## config.mk

```make
export PLATFORM = sky130hd
export DESIGN_NAME = mem_dump_serializer
export DESIGN_NICKNAME = d
export VERILOG_FILES = /design/src/rtl/mem_dump_serializer.sv
export SDC_FILE = /design/constraint.sdc
export NUM_CORES = 1
export LEC_CHECK = 0
export ABC_AREA = 1
export BUFFER_PORTS_ARGS = -buffer_cell sky130_fd_sc_hd__buf_2
export CAP_MARGIN = 10
export CORE_UTILIZATION = 31
export DETAILED_ROUTE_END_ITERATION = 10
export HOLD_SLACK_MARGIN = 0.15
export PLACE_DENSITY = 0.6
export SETUP_SLACK_MARGIN = 0.05
export SYNTH_ARGS = -nofsm -noshare
export SYNTH_HDL_FRONTEND = slang
export SYNTH_SLANG_ARGS = --single-unit
```

## constraint.sdc

```tcl
create_clock -name clk -period 1.9 [get_ports clk]
set_input_delay 0.095 -clock clk [delete_from_list [all_inputs] [get_ports clk]]
set_output_delay 0.095 -clock clk [all_outputs]
set_load 0.01 [all_outputs]
```

## src/rtl/mem_dump_serializer.sv

```systemverilog
// Reads a range of 32-bit words from a synchronous RAM and streams them byte-wise to a UART
// through a tx_start/tx_end handshake. Define MEM_DUMP_CHECKSUM_EN to append an XOR checksum byte.
module mem_dump_serializer #(
    parameter int unsigned ADDR_WIDTH = 12,
    parameter bit          MSB_FIRST  = 1'b1
) (
    input  logic                  clk,
    input  logic                  rst,
    input  logic                  start,
    input  logic [ADDR_WIDTH-1:0] base_addr,
    input  logic [ADDR_WIDTH-1:0] word_count,
    output logic                  mem_en,
    output logic [ADDR_WIDTH-1:0] mem_addr,
    input  logic [31:0]           mem_do,
    output logic                  tx_start,
    output logic [7:0]            tx_data,
    input  logic                  tx_end,
    output logic                  busy,
    output logic                  done
);

    typedef enum logic [3:0] {
        StIdle,
        StRdReq,
        StRdWait,
        StLatch,
        StSend,
        StWaitTx,
        StNext,
`ifdef MEM_DUMP_CHECKSUM_EN
        StCksum,
        StCkWait,
`endif
        StFin
    } state_e;

    // State entered once every word has been sent (or when the range is empty).
`ifdef MEM_DUMP_CHECKSUM_EN
    localparam state_e StTail = StCksum;
`else
    localparam state_e StTail = StFin;
`endif

    state_e                state_q, state_d;
    logic [ADDR_WIDTH-1:0] addr_q, addr_d;
    logic [ADDR_WIDTH-1:0] remaining_q, remaining_d;
    logic [31:0]           word_q, word_d;
    logic [1:0]            byte_idx_q, byte_idx_d;
    logic [7:0]            tx_data_q, tx_data_d;
`ifdef MEM_DUMP_CHECKSUM_EN
    logic [7:0]            cksum_q, cksum_d;
`endif

    function automatic logic [7:0] pick_byte(input logic [31:0] w, input logic [1:0] idx);
        logic [1:0] sel;
        logic [7:0] b;
        sel = MSB_FIRST ? (2'd3 - idx) : idx;
        unique case (sel)
            2'd0:    b = w[7:0];
            2'd1:    b = w[15:8];
            2'd2:    b = w[23:16];
            default: b = w[31:24];
        endcase
        return b;
    endfunction

    always_comb begin
        state_d     = state_q;
        addr_d      = addr_q;
        remaining_d = remaining_q;
        word_d      = word_q;
        byte_idx_d  = byte_idx_q;
        tx_data_d   = tx_data_q;
`ifdef MEM_DUMP_CHECKSUM_EN
        cksum_d     = cksum_q;
`endif
        unique case (state_q)
            StIdle: begin
                if (start) begin
                    addr_d      = base_addr;
                    remaining_d = word_count;
`ifdef MEM_DUMP_CHECKSUM_EN
                    cksum_d     = 8'h00;
`endif
                    state_d     = (word_count == '0) ? StTail : StRdReq;
                end
            end
            StRdReq:  state_d = StRdWait;
            StRdWait: state_d = StLatch;
            StLatch: begin
                word_d     = mem_do;
                byte_idx_d = 2'd0;
                state_d    = StSend;
            end
            StSend:   state_d = StWaitTx;
            StWaitTx: begin
                if (tx_end) begin
                    if (byte_idx_q == 2'd3) begin
                        state_d = StNext;
                    end else begin
                        byte_idx_d = byte_idx_q + 2'd1;
                        state_d    = StSend;
                    end
                end
            end
            StNext: begin
                addr_d      = addr_q + ADDR_WIDTH'(1);
                remaining_d = remaining_q - ADDR_WIDTH'(1);
                state_d     = (remaining_q == ADDR_WIDTH'(1)) ? StTail : StRdReq;
            end
`ifdef MEM_DUMP_CHECKSUM_EN
            StCksum:  state_d = StCkWait;
            StCkWait: if (tx_end) state_d = StFin;
`endif
            StFin:    state_d = StIdle;
            default:  state_d = StIdle;
        endcase

        // tx_data is loaded on the edge that enters a send state, so it is valid with tx_start.
        if (state_d == StSend) begin
            tx_data_d = pick_byte(word_d, byte_idx_d);
`ifdef MEM_DUMP_CHECKSUM_EN
            cksum_d   = cksum_d ^ tx_data_d;
`endif
        end
`ifdef MEM_DUMP_CHECKSUM_EN
        if (state_d == StCksum) tx_data_d = cksum_d;
`endif
    end

    always_ff @(posedge clk) begin
        if (!rst) begin
            state_q     <= StIdle;
            addr_q      <= '0;
            remaining_q <= '0;
            word_q      <= '0;
            byte_idx_q  <= '0;
            tx_data_q   <= '0;
`ifdef MEM_DUMP_CHECKSUM_EN
            cksum_q     <= '0;
`endif
        end else begin
            state_q     <= state_d;
            addr_q      <= addr_d;
            remaining_q <= remaining_d;
            word_q      <= word_d;
            byte_idx_q  <= byte_idx_d;
            tx_data_q   <= tx_data_d;
`ifdef MEM_DUMP_CHECKSUM_EN
            cksum_q     <= cksum_d;
`endif
        end
    end

    assign mem_en   = (state_q == StRdReq);
    assign mem_addr = addr_q;
    assign tx_data  = tx_data_q;
    assign busy     = (state_q != StIdle);
    assign done     = (state_q == StFin);
`ifdef MEM_DUMP_CHECKSUM_EN
    assign tx_start = (state_q == StSend) || (state_q == StCksum);
`else
    assign tx_start = (state_q == StSend);
`endif

endmodule
```

==> impl_metrics.xml <==
<?xml version="1.0" encoding="UTF-8"?>
<metrics>
  <group name="status">
    <metric name="run_status" unit="">finished, final reports clean</metric>
  </group>
  <group name="clocking">
    <metric name="clock_tree_from_tritoncts" unit="">done</metric>
    <metric name="cts_sinks" unit="">70</metric>
    <metric name="numCtsBuffers" unit="">9</metric>
    <metric name="worst_setup_hold_path_clk_slew" unit="ns">0.06</metric>
    <metric name="buffer_type_at_the_clock_tree_root" unit="">sky130_fd_sc_hd__clkbuf_16</metric>
    <metric name="cts_max_path_buffers" unit="">2</metric>
    <metric name="cts_max_level" unit="">3</metric>
    <metric name="clk_latency" unit="ns">0.33</metric>
    <metric name="post_cts.repair.setup_buffers" unit="">0</metric>
  </group>
  <group name="place">
    <metric name="dpl.hpwl" unit="um">7800</metric>
    <metric name="gp_congestion" unit="">0.884</metric>
    <metric name="placement.io_buffers" unit="">83</metric>
  </group>
  <group name="route">
    <metric name="drt-vias-per-instance" unit="">4.84</metric>
    <metric name="dr.first_iter.drc_count" unit="">210</metric>
    <metric name="firstDrtPassIters" unit="">4</metric>
    <metric name="drtAntennaViolNets" unit="">0</metric>
    <metric name="routed_wirelength" unit="um">10800</metric>
    <metric name="routed-via-count" unit="">4038</metric>
    <metric name="drt_drc_violations_left" unit="">0</metric>
    <metric name="routed_wire_length_per_instance" unit="um">12.9</metric>
  </group>
  <group name="yosys">
    <metric name="ys_dominant_reg_cell" unit="">sky130_fd_sc_hd__dfxtp_1</metric>
    <metric name="synth_edf_count" unit="">0</metric>
    <metric name="postSynthCellCount" unit="">560</metric>
    <metric name="synth_area" unit="mm2">0.00382</metric>
    <metric name="ys_seq_elements" unit="">70</metric>
    <metric name="ys_async_sr_fraction" unit="%">0</metric>
    <metric name="postSynthNetCount" unit="">623</metric>
    <metric name="seq_area_frac_synth" unit="%">36.7</metric>
    <metric name="syn_avg_cell_area" unit="um2">6.83</metric>
    <metric name="post_synth_num_cell_types" unit="">46</metric>
    <metric name="yosys_warnings" unit="">0</metric>
  </group>
  <group name="critical_path">
    <metric name="setup.worst_path.class" unit="">reg2reg</metric>
    <metric name="cp.arrival" unit="ns">1.99</metric>
    <metric name="worst_path_largest_cell_delay" unit="ns">0.43</metric>
    <metric name="r2r_slack" unit="ns">0.18</metric>
    <metric name="critical_path.max_fanout" unit="">11</metric>
    <metric name="critical_path.endpoint_type" unit="">register</metric>
    <metric name="critical-path-slowest-cell" unit="">sky130_fd_sc_hd__dfxtp_1</metric>
    <metric name="crit_path_cell_trace" unit="">nor2_4 -&gt; nand3_4 -&gt; inv_4 -&gt; nor3_4 -&gt; nand3_2 -&gt; nor2_8 -&gt; nand2_1 -&gt; a21oi_2</metric>
    <metric name="worst_setup_path_start_kind" unit="">register</metric>
    <metric name="worst-endpoint-required" unit="ns">2.17</metric>
  </group>
  <group name="pwr">
    <metric name="power_switching" unit="mW">0.893</metric>
    <metric name="power_per_cell_area" unit="mW/mm2">707</metric>
    <metric name="power.share.combinational" unit="%">11.2</metric>
    <metric name="cell_internal_pwr" unit="mW">2.74</metric>
    <metric name="seq_power_share" unit="%">42.4</metric>
    <metric name="power.switching_fraction" unit="%">24.6</metric>
    <metric name="proportion_of_power_drawn_by_the_clock_network" unit="%">46.4</metric>
    <metric name="power_leakage" unit="nW">2.35</metric>
    <metric name="totalPowerFinal" unit="mW">3.63</metric>
    <metric name="power.ir.vdd_worst" unit="V">0.000468</metric>
  </group>
  <group name="sta">
    <metric name="report.final.setup_viol" unit="">0</metric>
    <metric name="rsz0062_at_grt" unit="">yes</metric>
    <metric name="timing_hold_violations_final" unit="">0</metric>
    <metric name="finalWorstPathRequiredPeriod" unit="ns">1.72</metric>
    <metric name="report.final.slew_viol_count" unit="">0</metric>
    <metric name="max_clock_freq" unit="GHz">0.580</metric>
    <metric name="layout_worst_path_cycle_share" unit="%">90.7</metric>
    <metric name="finClkSkew" unit="ns">0.00450</metric>
    <metric name="finalSetupTns" unit="ns">0</metric>
  </group>
  <group name="finish">
    <metric name="number_of_antenna_repair_diodes" unit="">0</metric>
    <metric name="layout.nets" unit="">747</metric>
    <metric name="mostFrequentLayoutCells" unit="">sky130_fd_sc_hd__nand2_1, sky130_fd_sc_hd__buf_2, sky130_fd_sc_hd__inv_1</metric>
    <metric name="area_growth" unit="%">34.4</metric>
    <metric name="final_common_cell" unit="">sky130_fd_sc_hd__nand2_1</metric>
    <metric name="utilization" unit="%">42.8</metric>
    <metric name="post_route_cells_drive_above_1_share" unit="%">21.5</metric>
    <metric name="fillers" unit="">1256</metric>
  </group>
  <group name="min_path">
    <metric name="timing.hold.worst.class" unit="">in2reg</metric>
  </group>
  <group name="global_routing">
    <metric name="global_route.overflow_total" unit="">0</metric>
    <metric name="track_usage" unit="%">17.4</metric>
    <metric name="first_pass_grt_wire_length" unit="um">17500</metric>
    <metric name="first_global_vias" unit="">3778</metric>
    <metric name="grt_start_max_net_pins" unit="">54</metric>
    <metric name="grt_antenna_before_repair" unit="">0</metric>
  </group>
  <group name="floorplan">
    <metric name="chip_height" unit="um">113</metric>
    <metric name="coreArea" unit="mm2">0.0120</metric>
    <metric name="placementRows" unit="">40</metric>
    <metric name="initial_core_utilization" unit="%">31.8</metric>
    <metric name="die_area" unit="mm2">0.0128</metric>
    <metric name="io-pin-count" unit="">84</metric>
    <metric name="die_width" unit="um">113</metric>
  </group>
  <group name="flow_run">
    <metric name="number_of_max_capacitance_violations_reported" unit="">0</metric>
  </group>
</metrics>
==> flip-flops by register name, summed over array words and instances (netlist names) <==
name         count
mem_addr        12
state_q          4
word_q          32
remaining_q     12
byte_idx_q       2
tx_data          8
==> final cells by class <==
| cell class | count | area (um2) | area share (%) |
|---|---|---|---|
| well taps | 147 | 184 | 3.58 |
| repair buffers | 134 | 921 | 17.9 |
| inverters | 85 | 324 | 6.31 |
| flip-flops and latches | 70 | 1400 | 27.3 |
| clock inverters | 5 | 60.1 | 1.17 |
| clock buffers | 10 | 239 | 4.65 |
| multi-input cells | 384 | 2010 | 39.0 |
==> metal layers <==
metal / wire length, um / track usage [%] / share of wire, % / vias to the layer above
met2: 5270 / 30.7 / 49 / 115
li1: - / - / - / 2070
met4: 194 / 6.67 / 1.8 / 0
met3: 487 / 3.48 / 4.5 / 21
met5: 0 / 0 / 0 / -
met1: 4800 / 20.7 / 45 / 1832
==> what timing repair did <==
| item | 4_1_cts | 5_1_grt |
|---|---|---|
| resized for setup | 0 | 3 |
| setup endpoints to repair | 0 | 6 |
| hold endpoints to repair | 39 | 0 |
| hold buffers | 39 | 0 |
==> cells in the mapped netlist, types with 2 or more instances <==
cell / number / area (um2)
sky130_fd_sc_hd__dfxtp_1: 70 / 1400
sky130_fd_sc_hd__nor2_2: 3 / 18.8
sky130_fd_sc_hd__o21ai_1: 9 / 45.0
sky130_fd_sc_hd__nand2_1: 122 / 458
sky130_fd_sc_hd__clkbuf_1: 9 / 33.8
sky130_fd_sc_hd__ha_1: 3 / 37.5
sky130_fd_sc_hd__nand4_1: 18 / 113
sky130_fd_sc_hd__o22ai_1: 3 / 18.8
sky130_fd_sc_hd__nand3_4: 3 / 52.6
sky130_fd_sc_hd__buf_2: 10 / 50.1
sky130_fd_sc_hd__inv_4: 2 / 12.5
sky130_fd_sc_hd__a211oi_1: 2 / 15.0
sky130_fd_sc_hd__xor2_1: 3 / 26.3
sky130_fd_sc_hd__nor2_4: 3 / 33.8
sky130_fd_sc_hd__o21a_1: 12 / 90.1
sky130_fd_sc_hd__o21ai_0: 24 / 120
sky130_fd_sc_hd__nand2_4: 2 / 22.5
sky130_fd_sc_hd__o211ai_1: 8 / 60.1
sky130_fd_sc_hd__a31oi_1: 5 / 31.3
sky130_fd_sc_hd__inv_1: 78 / 293
sky130_fd_sc_hd__inv_2: 4 / 15.0
sky130_fd_sc_hd__nor2_1: 59 / 221
sky130_fd_sc_hd__nand3_1: 41 / 205
sky130_fd_sc_hd__a21oi_2: 6 / 52.6
sky130_fd_sc_hd__a21oi_1: 29 / 145
sky130_fd_sc_hd__nor3_1: 7 / 35.0
sky130_fd_sc_hd__o21bai_1: 2 / 15.0
sky130_fd_sc_hd__nand2_2: 5 / 31.3
==> critical path: cells and delay by family (launching register included) <==
family	cells	cell delay [ns]
simple gates	6	1.00
flops	1	0.43
buf+inv	1	0.11
compound gates	1	0.11
==> power groups by stage <==
stage	clock network (mW)	logic (mW)	registers [mW]
2_1_floorplan	0	0.196	1.57
5_1_grt	1.79	0.456	1.54
6_report	1.69	0.407	1.54
3_3_place_gp	0	0.342	1.57
4_1_cts	1.73	0.407	1.54
3_5_place_dp	0	0.344	1.57
==> final timing paths <==
kind | startpoint | depth (start not counted) | endpoint
min | mem_do[26] | 4 | word_q[26]$_SDFF_PN0_
max reg2reg | state_q[3]$_SDFF_PN0_ | 8 | tx_data[5]$_SDFFE_PN0N_
max | state_q[3]$_SDFF_PN0_ | 8 | tx_data[5]$_SDFFE_PN0N_
min reg2reg | word_q[7]$_SDFF_PN0_ | 2 | word_q[7]$_SDFF_PN0_
==> logic make-up after synthesis <==
logic type | Yosys count | share of synthesized area, %
adders and majority gates | 3 | 0.982
other | 1 | 0.0981
buffers and inverters | 106 | 11.2
xor gates and xnor gates | 3 | 0.688
AOI/OAI and AO/OA | 106 | 16.9
and+or+nand+nor | 271 | 33.5
DFF | 70 | 36.7
==> per-stage QoR <==
step	hold slack (ns)	worst slack, ns	cell area [um2]	instances
6_report	0.154	0.177	5140	835
5_1_grt	0.170	0.0472	5140	835
4_1_cts	0.150	0.121	5120	835
3_5_place_dp	0.375	0.146	4430	781
3_3_place_gp	0.372	0.218	4430	781
2_1_floorplan	0.254	0.425	3820	560
No activity file was read; power rests on OpenSTA's default activity.
